===== src/rtl/sram_confreg_responder.sv =====
// Peripheral responder on the data SRAM-like port: LED, switches, timer with
// compare interrupt, and a small TX byte FIFO feeding a debug UART.
module sram_confreg_responder #(
  parameter logic [15:0] BASE       = 16'hBFAF,
  parameter int          FIFO_DEPTH = 4
) (
  input  logic        clock,
  input  logic        reset,
  input  logic        io_en,
  input  logic [3:0]  io_wen,
  input  logic [31:0] io_addr,
  input  logic [31:0] io_wdata,
  output logic [31:0] io_rdata,
  input  logic [7:0]  io_switch,
  output logic [15:0] io_led,
  output logic        io_timer_int,
  output logic        io_tx_valid,
  output logic [7:0]  io_tx_data,
  input  logic        io_tx_ready
);

  localparam int PW = $clog2(FIFO_DEPTH);
  localparam int CW = PW + 1;
  localparam logic [CW-1:0] DEPTH_C = CW'(FIFO_DEPTH);

  localparam logic [15:0] OFF_LED     = 16'h0000;
  localparam logic [15:0] OFF_SWITCH  = 16'h0004;
  localparam logic [15:0] OFF_TIMER   = 16'h0008;
  localparam logic [15:0] OFF_COMPARE = 16'h000C;
  localparam logic [15:0] OFF_STATUS  = 16'h0010;
  localparam logic [15:0] OFF_TX      = 16'h0014;

  // Replace only the byte lanes whose enable is set.
  function automatic logic [31:0] byte_merge(input logic [31:0] old_v,
                                             input logic [31:0] new_v,
                                             input logic [3:0]  be);
    logic [31:0] res;
    res = old_v;
    for (int b = 0; b < 4; b++) begin
      if (be[b]) res[8*b +: 8] = new_v[8*b +: 8];
    end
    return res;
  endfunction

  logic [15:0]   off;
  logic          hit, rd_req, wr_req;
  logic [31:0]   timer, compare;
  logic          timer_int_q, overflow;
  logic [15:0]   led_q;
  logic [31:0]   rdata_q, rdata_next, status_word;
  logic [7:0]    fifo_mem [FIFO_DEPTH];
  logic [PW-1:0] rd_ptr, wr_ptr;
  logic [CW-1:0] count;
  logic          fifo_full, fifo_empty, pop, push_req, push_ok;
  logic          timer_wr, timer_match, int_clr, ovf_clr;
  logic          unused_addr_bits;

  // Word offset: the two byte-select bits never change the target register.
  assign off              = {io_addr[15:2], 2'b00};
  assign unused_addr_bits = ^io_addr[1:0];
  assign hit              = io_en && (io_addr[31:16] == BASE);
  assign rd_req           = hit && (io_wen == 4'b0000);
  assign wr_req           = hit && (io_wen != 4'b0000);

  assign fifo_full   = (count == DEPTH_C);
  assign fifo_empty  = (count == '0);
  assign pop         = !fifo_empty && io_tx_ready;
  assign push_req    = wr_req && (off == OFF_TX) && io_wen[0];
  // A pop in the same cycle frees the slot, so a full FIFO still takes the byte.
  assign push_ok     = push_req && (!fifo_full || pop);

  assign timer_wr    = wr_req && (off == OFF_TIMER);
  assign timer_match = (timer == compare);
  assign int_clr     = wr_req && (off == OFF_STATUS) && io_wen[0] && io_wdata[0];
  assign ovf_clr     = wr_req && (off == OFF_STATUS) && io_wen[0] && io_wdata[3];

  assign status_word = {25'b0, 3'(count), overflow, fifo_empty, fifo_full, timer_int_q};

  // Read data mux, sampling pre-update register values.
  always_comb begin
    // NOTE: default assigned first so every path drives rdata_next and no latch is inferred.
    rdata_next = 32'h0;
    if (rd_req) begin
      case (off)
        OFF_LED:     rdata_next = {16'h0, led_q};
        OFF_SWITCH:  rdata_next = {24'h0, io_switch};
        OFF_TIMER:   rdata_next = timer;
        OFF_COMPARE: rdata_next = compare;
        OFF_STATUS:  rdata_next = status_word;
        default:     rdata_next = 32'h0;
      endcase
    end
  end

  // Registered read data; holds between requests.
  always_ff @(posedge clock) begin
    // NOTE: non-blocking assignments so every flop samples pre-edge values.
    if (reset)      rdata_q <= 32'h0;
    else if (io_en) rdata_q <= rdata_next;
  end

  // LED register, lower two byte lanes only.
  always_ff @(posedge clock) begin
    if (reset) begin
      led_q <= 16'h0;
    end else if (wr_req && off == OFF_LED) begin
      if (io_wen[0]) led_q[7:0]  <= io_wdata[7:0];
      if (io_wen[1]) led_q[15:8] <= io_wdata[15:8];
    end
  end

  // Free-running timer (a write freezes all lanes for that cycle) and compare.
  always_ff @(posedge clock) begin
    if (reset) begin
      timer   <= 32'h0;
      compare <= 32'hFFFF_FFFF;
    end else begin
      if (timer_wr) timer <= byte_merge(timer, io_wdata, io_wen);
      else          timer <= timer + 32'd1;
      if (wr_req && off == OFF_COMPARE) compare <= byte_merge(compare, io_wdata, io_wen);
    end
  end

  // Sticky interrupt and overflow flags; a new match beats a clear.
  always_ff @(posedge clock) begin
    if (reset) begin
      timer_int_q <= 1'b0;
      overflow    <= 1'b0;
    end else begin
      if (timer_match)  timer_int_q <= 1'b1;
      else if (int_clr) timer_int_q <= 1'b0;
      if (push_req && !push_ok) overflow <= 1'b1;
      else if (ovf_clr)         overflow <= 1'b0;
    end
  end

  // FIFO pointers and occupancy.
  always_ff @(posedge clock) begin
    if (reset) begin
      rd_ptr <= '0;
      wr_ptr <= '0;
      count  <= '0;
    end else begin
      if (pop)     rd_ptr <= rd_ptr + PW'(1);
      if (push_ok) wr_ptr <= wr_ptr + PW'(1);
      case ({push_ok, pop})
        2'b10:   count <= count + CW'(1);
        2'b01:   count <= count - CW'(1);
        default: count <= count;
      endcase
    end
  end

  // FIFO storage.
  always_ff @(posedge clock) begin
    // NOTE: storage is not reset; the pointers and count define which entries are live.
    if (!reset && push_ok) fifo_mem[wr_ptr] <= io_wdata[7:0];
  end

  assign io_rdata     = rdata_q;
  assign io_led       = led_q;
  assign io_timer_int = timer_int_q;
  assign io_tx_valid  = !fifo_empty;
  assign io_tx_data   = fifo_empty ? 8'h00 : fifo_mem[rd_ptr];

endmodule


===== config.mk =====
export PLATFORM = sky130hd
export DESIGN_NAME = sram_confreg_responder
export DESIGN_NICKNAME = d
export VERILOG_FILES = /design/src/rtl/sram_confreg_responder.sv
export SDC_FILE = /design/constraint.sdc
export NUM_CORES = 1
export LEC_CHECK = 0
export BUFFER_PORTS_ARGS = -buffer_cell sky130_fd_sc_hd__buf_2
export CORE_UTILIZATION = 25
export CTS_BUF_LIST = sky130_fd_sc_hd__clkbuf_2 sky130_fd_sc_hd__clkbuf_4 sky130_fd_sc_hd__clkbuf_8
export CTS_CLUSTER_DIAMETER = 40
export CTS_CLUSTER_SIZE = 28
export DETAILED_ROUTE_END_ITERATION = 8
export HOLD_SLACK_MARGIN = 0.06
export MAX_ROUTING_LAYER = met4
export PLACE_DENSITY = 0.49
export SYNTH_ARGS = -nofsm -noshare
export SYNTH_HDL_FRONTEND = slang
export SYNTH_SLANG_ARGS = --single-unit

===== constraint.sdc =====
create_clock -name clock -period 3.3 [get_ports clock]
set_input_delay 0.33 -clock clock [delete_from_list [all_inputs] [get_ports clock]]
set_output_delay 0.33 -clock clock [all_outputs]
set_load 0.03 [all_outputs]

* Word level (Yosys, flattened, before mapping)
Memory sizes are Yosys's and may differ from the RTL's. A register that Yosys moved wholly into a read port is not among the register bits.
Cells that the tools add are included.
** Word-level totals
- Register bits :: 121
- Bits in writable memories :: 32
- Output and inout bits :: 58
- Logic and storage cells :: 87
- Latch bits :: 0
- ROM bits :: 0
- Memories :: 1
** Cells by class
- Mux-type cells :: 17
- Equality and inequality tests :: 14
- Divide/modulo/power cells :: 0
- Bitwise operators :: 0
- $add $sub $neg :: 5
- $lt $le $gt $ge :: 0
- Shift operators :: 0
- Multiply operators :: 0
- Reductions and logical operators :: 34
** Memory list
- fifo_mem :: depth 4, width 8, read ports 1, clocked after Yosys merged registers in 1, write ports 1, RTL line 51 : logic [7:0] fifo_mem [FIFO_DEPTH];
** Operator list (number)
- 32-bit one-hot mux with 5 select lines :: 1
- 32-bit 2-to-1 mux :: 2
- 8-bit 2-to-1 mux :: 5
- 32-bit by 1-bit adder with 32-bit output (second input constant) :: 1
- 32-bit == test :: 1
- 14-bit by 2-bit == test with 1-bit output (second input constant) :: 2
- 14-bit by 3-bit == test with 1-bit output (second input constant) :: 2
- 16-bit == test (second input constant) :: 1
- 1-bit logical AND :: 16
- 16-bit zero test :: 1
- 14-bit by 1-bit == test with 1-bit output (second input constant) :: 1
- 2-bit AND reduction :: 6
- 2-bit != test (second input constant) :: 4
- 1-bit 2-to-1 mux :: 6
- 3-bit one-hot mux with 2 select lines :: 1
- 2-bit nonzero test :: 3
- 2-bit by 1-bit adder with 2-bit output (second input constant) :: 2
- 1-bit zero test :: 4
- 4-bit zero test :: 1
- 2-bit 2-to-1 mux :: 2
- 4-bit nonzero test :: 1
- 3-bit by 1-bit adder with 3-bit output (second input constant) :: 1
- 3-bit == test (second input constant) :: 1
- 3-bit zero test :: 1
- other kinds (4) :: 4

* Logic depth before layout (Yosys ltp)
- Depth after elaboration :: 9
- Mapped depth :: 9

* Worst setup path after synthesis
OpenSTA, ideal clock, no wires.
- Path kind :: input -> register
- Start point :: input io_addr[13]
- End point :: register count[2]
- Cell stages on the path :: 9
- Setup slack :: 0.355 ns
- Arrival time :: 2.824 ns
- Path through :: or4_1 -> buf_2 -> nor4_1 -> and4_1 -> nor2_1 -> fa_1 -> a311o_1 -> o21ai_0 -> mux2_2
** Between the ends
- Cells in the longest elaborated chain, start to end :: 6
- Elaborated cells between the ends (all ways) :: 8
** Ends and longest elaborated chain
- start: declaration :: RTL line 11 : input logic [31:0] io_addr,
- 14-bit by 3-bit == test with 1-bit output * :: RTL line 68 : assign push_req = wr_req && (off == OFF_TX) && io_wen[0];
- 1-bit logical AND * (2 in a row) :: RTL line 68
- 1-bit logical AND * :: RTL line 70 : assign push_ok = push_req && (!fifo_full || pop);
- 2-bit by 1-bit == test with 1-bit output / 2-bit == test (equally long branches) :: RTL line 146 : case ({push_ok, pop})
- 3-bit one-hot mux with 2 select lines / 2-bit nonzero test (equally long branches)
- end signal: assignment :: RTL line 147 : 2'b10: count <= count + CW'(1);
- end signal: assignment :: RTL line 148 : 2'b01: count <= count - CW'(1);
- end signal: assignment :: RTL line 149 : default: count <= count;
- end: declaration :: RTL line 53 : logic [CW-1:0] count;
Every way passes the cells marked *; elsewhere a longest branch is shown, timed or not.
A chain may end at the register's enable or synchronous reset.

* Worst setup path in the final report
Ends and elaborated chain as after synthesis.

==> metrics.cfg <==
[status]
status=completed

[global_routing]
grtUsageTotal=0.163
grt_use_met3=0.0329
grt_max_degree=64
grt_pass1_vias=6289
grt_overflow=0
grt_pass1_wl_um=37300
antenna_found_initial=0
grt_util_met2=0.251
use_met1=0.218
busiest_layer=met2

[cts]
clock_latency_ns=0.46
clock-root-buffer=clkbuf_8
clk_pin_slew_ns=0.08
postCtsHoldBufs=0
h-tree-depth=4
cts_sinks=155
post_cts_buffers=0
cts_resized=0
cts_made_buffers=17
clock_path_buffers=2
cts_tree=yes

[detailed_routing]
postRouteAntennaNets=0
avgRoutedWirePerCell_um=17.8
drt-total-wl_um=24100
dr.pass1.iters=6
vias=6593
viasPerCell=4.86
drcViolationCount=0
drtIter0Drc=468

[final_layout]
syn2layout_area_growth_pct=20.8
nets=1040
diodes=0
drive_gt1_frac=0.237
stdcell_count=1357
fillers=3159

[floorplanning]
die-area_um2=31100
rows=63
floorplan.initialDensity=0.255
ios=138
die_height_um=176
core_um2=29800
dieWidth_um=176

[synth]
postSynthCellCount=832
async_reset_ff_frac=0
yosysUniqueCellTypes=56
synth_top_area_frac=0.324
yosys.area.top_type=dfxtp_1
yosysWarnings=0
synth_seq_area_share=0.451
synth_area_leaders=dfxtp_1 32%, edfxtp_1 13%, xnor2_1 4.3%
synth_fp_nets=918
synth_edf_count=32
synth.avg_cell_area_um2=9.13
synthFlopType=dfxtp_1
syn_area_um2=7600
ys_seq_elements=155

[critical_path]
max_stage_delay_ns=0.57
cp_top_family=simple AND/OR/NAND/NOR gates
cp-start-kind=primary input
crit_required_ns=3.64
cp.arrival_ns=2.86
slowest_stage=or4_1
critPathKind=in2reg
reg2reg_slack_ns=0.95
worst-path-buf-inv=1
cp_cell_sequence=buf_2 -> or4_1 -> nor4_1 -> and4_1 -> nor2_1 -> fa_1 -> a311o_1 -> o21ai_0 -> mux2_2
path_max_fanout=3
endpoint_kind=flop

[sta]
tightest_slew_ns=0.718
setup_violations=0
rsz0062_at_grt=no
max_clock_freq_mhz=398
timing.final.crit_share=0.761
clock_skew_ns=0.0167
drv_slew=0
relSlewSlack=0.521
setup_tns_ns=0
finalHoldViolCount=0
period_needed_ns=2.51

[place]
place.gp.congestion=0.819
dp.cells=1325
dp_hpwl_um=17800
io_buffers=135

[pwr]
max-vdd-ir-drop_uv=238
p_leak_uw=0.00349
powerDensity_nw_per_um2=402

[flow_run]
maxCapViolCount=0

[min_path]
holdCritPathClass=in2reg

-- cell families (layout without fill, tap and decap cells) --
family,count (synthesis),in the layout,share of synthesized area
adder cells (fa/ha/maj),6,6,0.0109
flip-flops,155,155,0.451
buffers and inverters,103,238,0.0537
AO/OA/AOI/OAI,195,195,0.185
XOR/XNOR,40,40,0.0461
multiplexers,23,23,0.0438
AND/OR/NAND/NOR,310,310,0.209
-- registers in the layout, indices dropped and copies added, names as in the netlist, named ones only --
register	cells
count	3
overflow	1
fifo_mem	32
compare	32
wr_ptr	2
rd_ptr	2
io_timer_int	1
io_rdata	32
timer	32
io_led	16
-- cell type report --
| type | instances | area [µm²] | share of cell area |
|---|---|---|---|
| sequential | 155 | 3420 | 0.373 |
| clock buffer | 17 | 234 | 0.0255 |
| clock inverter | 15 | 196 | 0.0214 |
| tap | 390 | 488 | 0.0532 |
| timing repair buffer | 165 | 916 | 0.0998 |
| inverter | 41 | 154 | 0.0168 |
| multi-input combinational | 574 | 3770 | 0.410 |
-- path summary, 6_finish.rpt --
| check | from | to | cells after the start |
|---|---|---|---|
| worst max-delay path | io_addr[13] | count[2]$_SDFFE_PP0P_ | 9 |
| worst min-delay path | io_wdata[29] | timer[29]$_SDFFE_PP0P_ | 3 |
| worst max register to register | timer[0]$_SDFFE_PP0P_ | timer[28]$_SDFFE_PP0P_ | 8 |
| worst min register to register | io_rdata[12]$_SDFFE_PP0P_ | io_rdata[12]$_SDFFE_PP0P_ | 2 |
-- synthesized netlist by cell type (9+ instances only) --
cell,n
dfxtp_1,123
nor2_1,82
nand2_1,64
clkbuf_1,54
a21oi_1,41
inv_1,41
xnor2_1,37
nand3_1,36
a211o_1,32
edfxtp_1,32
nand4_1,22
nor2b_1,21
o21ai_0,19
a22o_1,16
and2_1,15
mux2i_1,13
a31oi_1,12
nor3_1,12
o21ai_1,11
nor4_1,10
a2bb2oi_1,9
-- worst register-to-register path, stage by stage, from the launching register on --
cell	delay, ns
dfxtp_1	0.48
ha_1	0.25
and3_1	0.32
nand2_1	0.10
nor4_1	0.30
buf_4	0.19
nand3_1	0.15
or3_1	0.35
a31oi_1	0.16
-- routing by layer --
metal / vias up / wire, µm
met4: 0 / 263
li1: 3252 / -
met3: 19 / 1270
met5: - / 0
met1: 3132 / 11400
met2: 190 / 11200
-- where the power goes --
part | total [µW] | leakage (µW) | switching [µW] | internal (µW)
combinational | 160 | 0.00200 | 105 | 55.0
sequential | 1940 | 0.00128 | 6.08 | 1930
clock | 1590 | 0.000211 | 769 | 824
-- cells in the final DEF (no fill, tap or decap), types with 5 or more instances in the layout --
cell	n
nor4_1	10
o21ai_1	11
nor2b_1	21
a211o_1	32
a21oi_1	41
a31oi_1	12
buf_4	30
nor3_1	12
a22oi_1	8
dfxtp_1	123
nor2_1	81
clkbuf_8	17
o21ai_0	19
a22o_1	16
nand4_1	22
mux4_2	8
a221oi_1	8
o2bb2ai_1	7
and2_1	15
or3_1	8
nand2_1	64
a222oi_1	8
nand3_1	36
edfxtp_1	32
and4_1	5
nand2_2	8
a2bb2oi_1	9
and3_1	8
inv_1	41
xnor2_1	37
mux2i_1	13
ha_1	5
o211ai_1	8
buf_2	134
a21oi_2	8
-- through the flow --
stage	worst slack, ns	cell area [µm²]	util	hold WS, ns	power (µW)
after global placement	0.348	8750	0.294	0.436	2140
after global routing	0.626	9180	0.308	0.125	3830
after CTS	0.827	9180	0.308	0.106	3740
final	0.788	9180	0.308	0.143	3690
after floorplan	0.355	7600	-	0.429	2040
after detailed placement	0.336	8750	0.294	0.438	2140
Power figures use the tool's default switching activity.
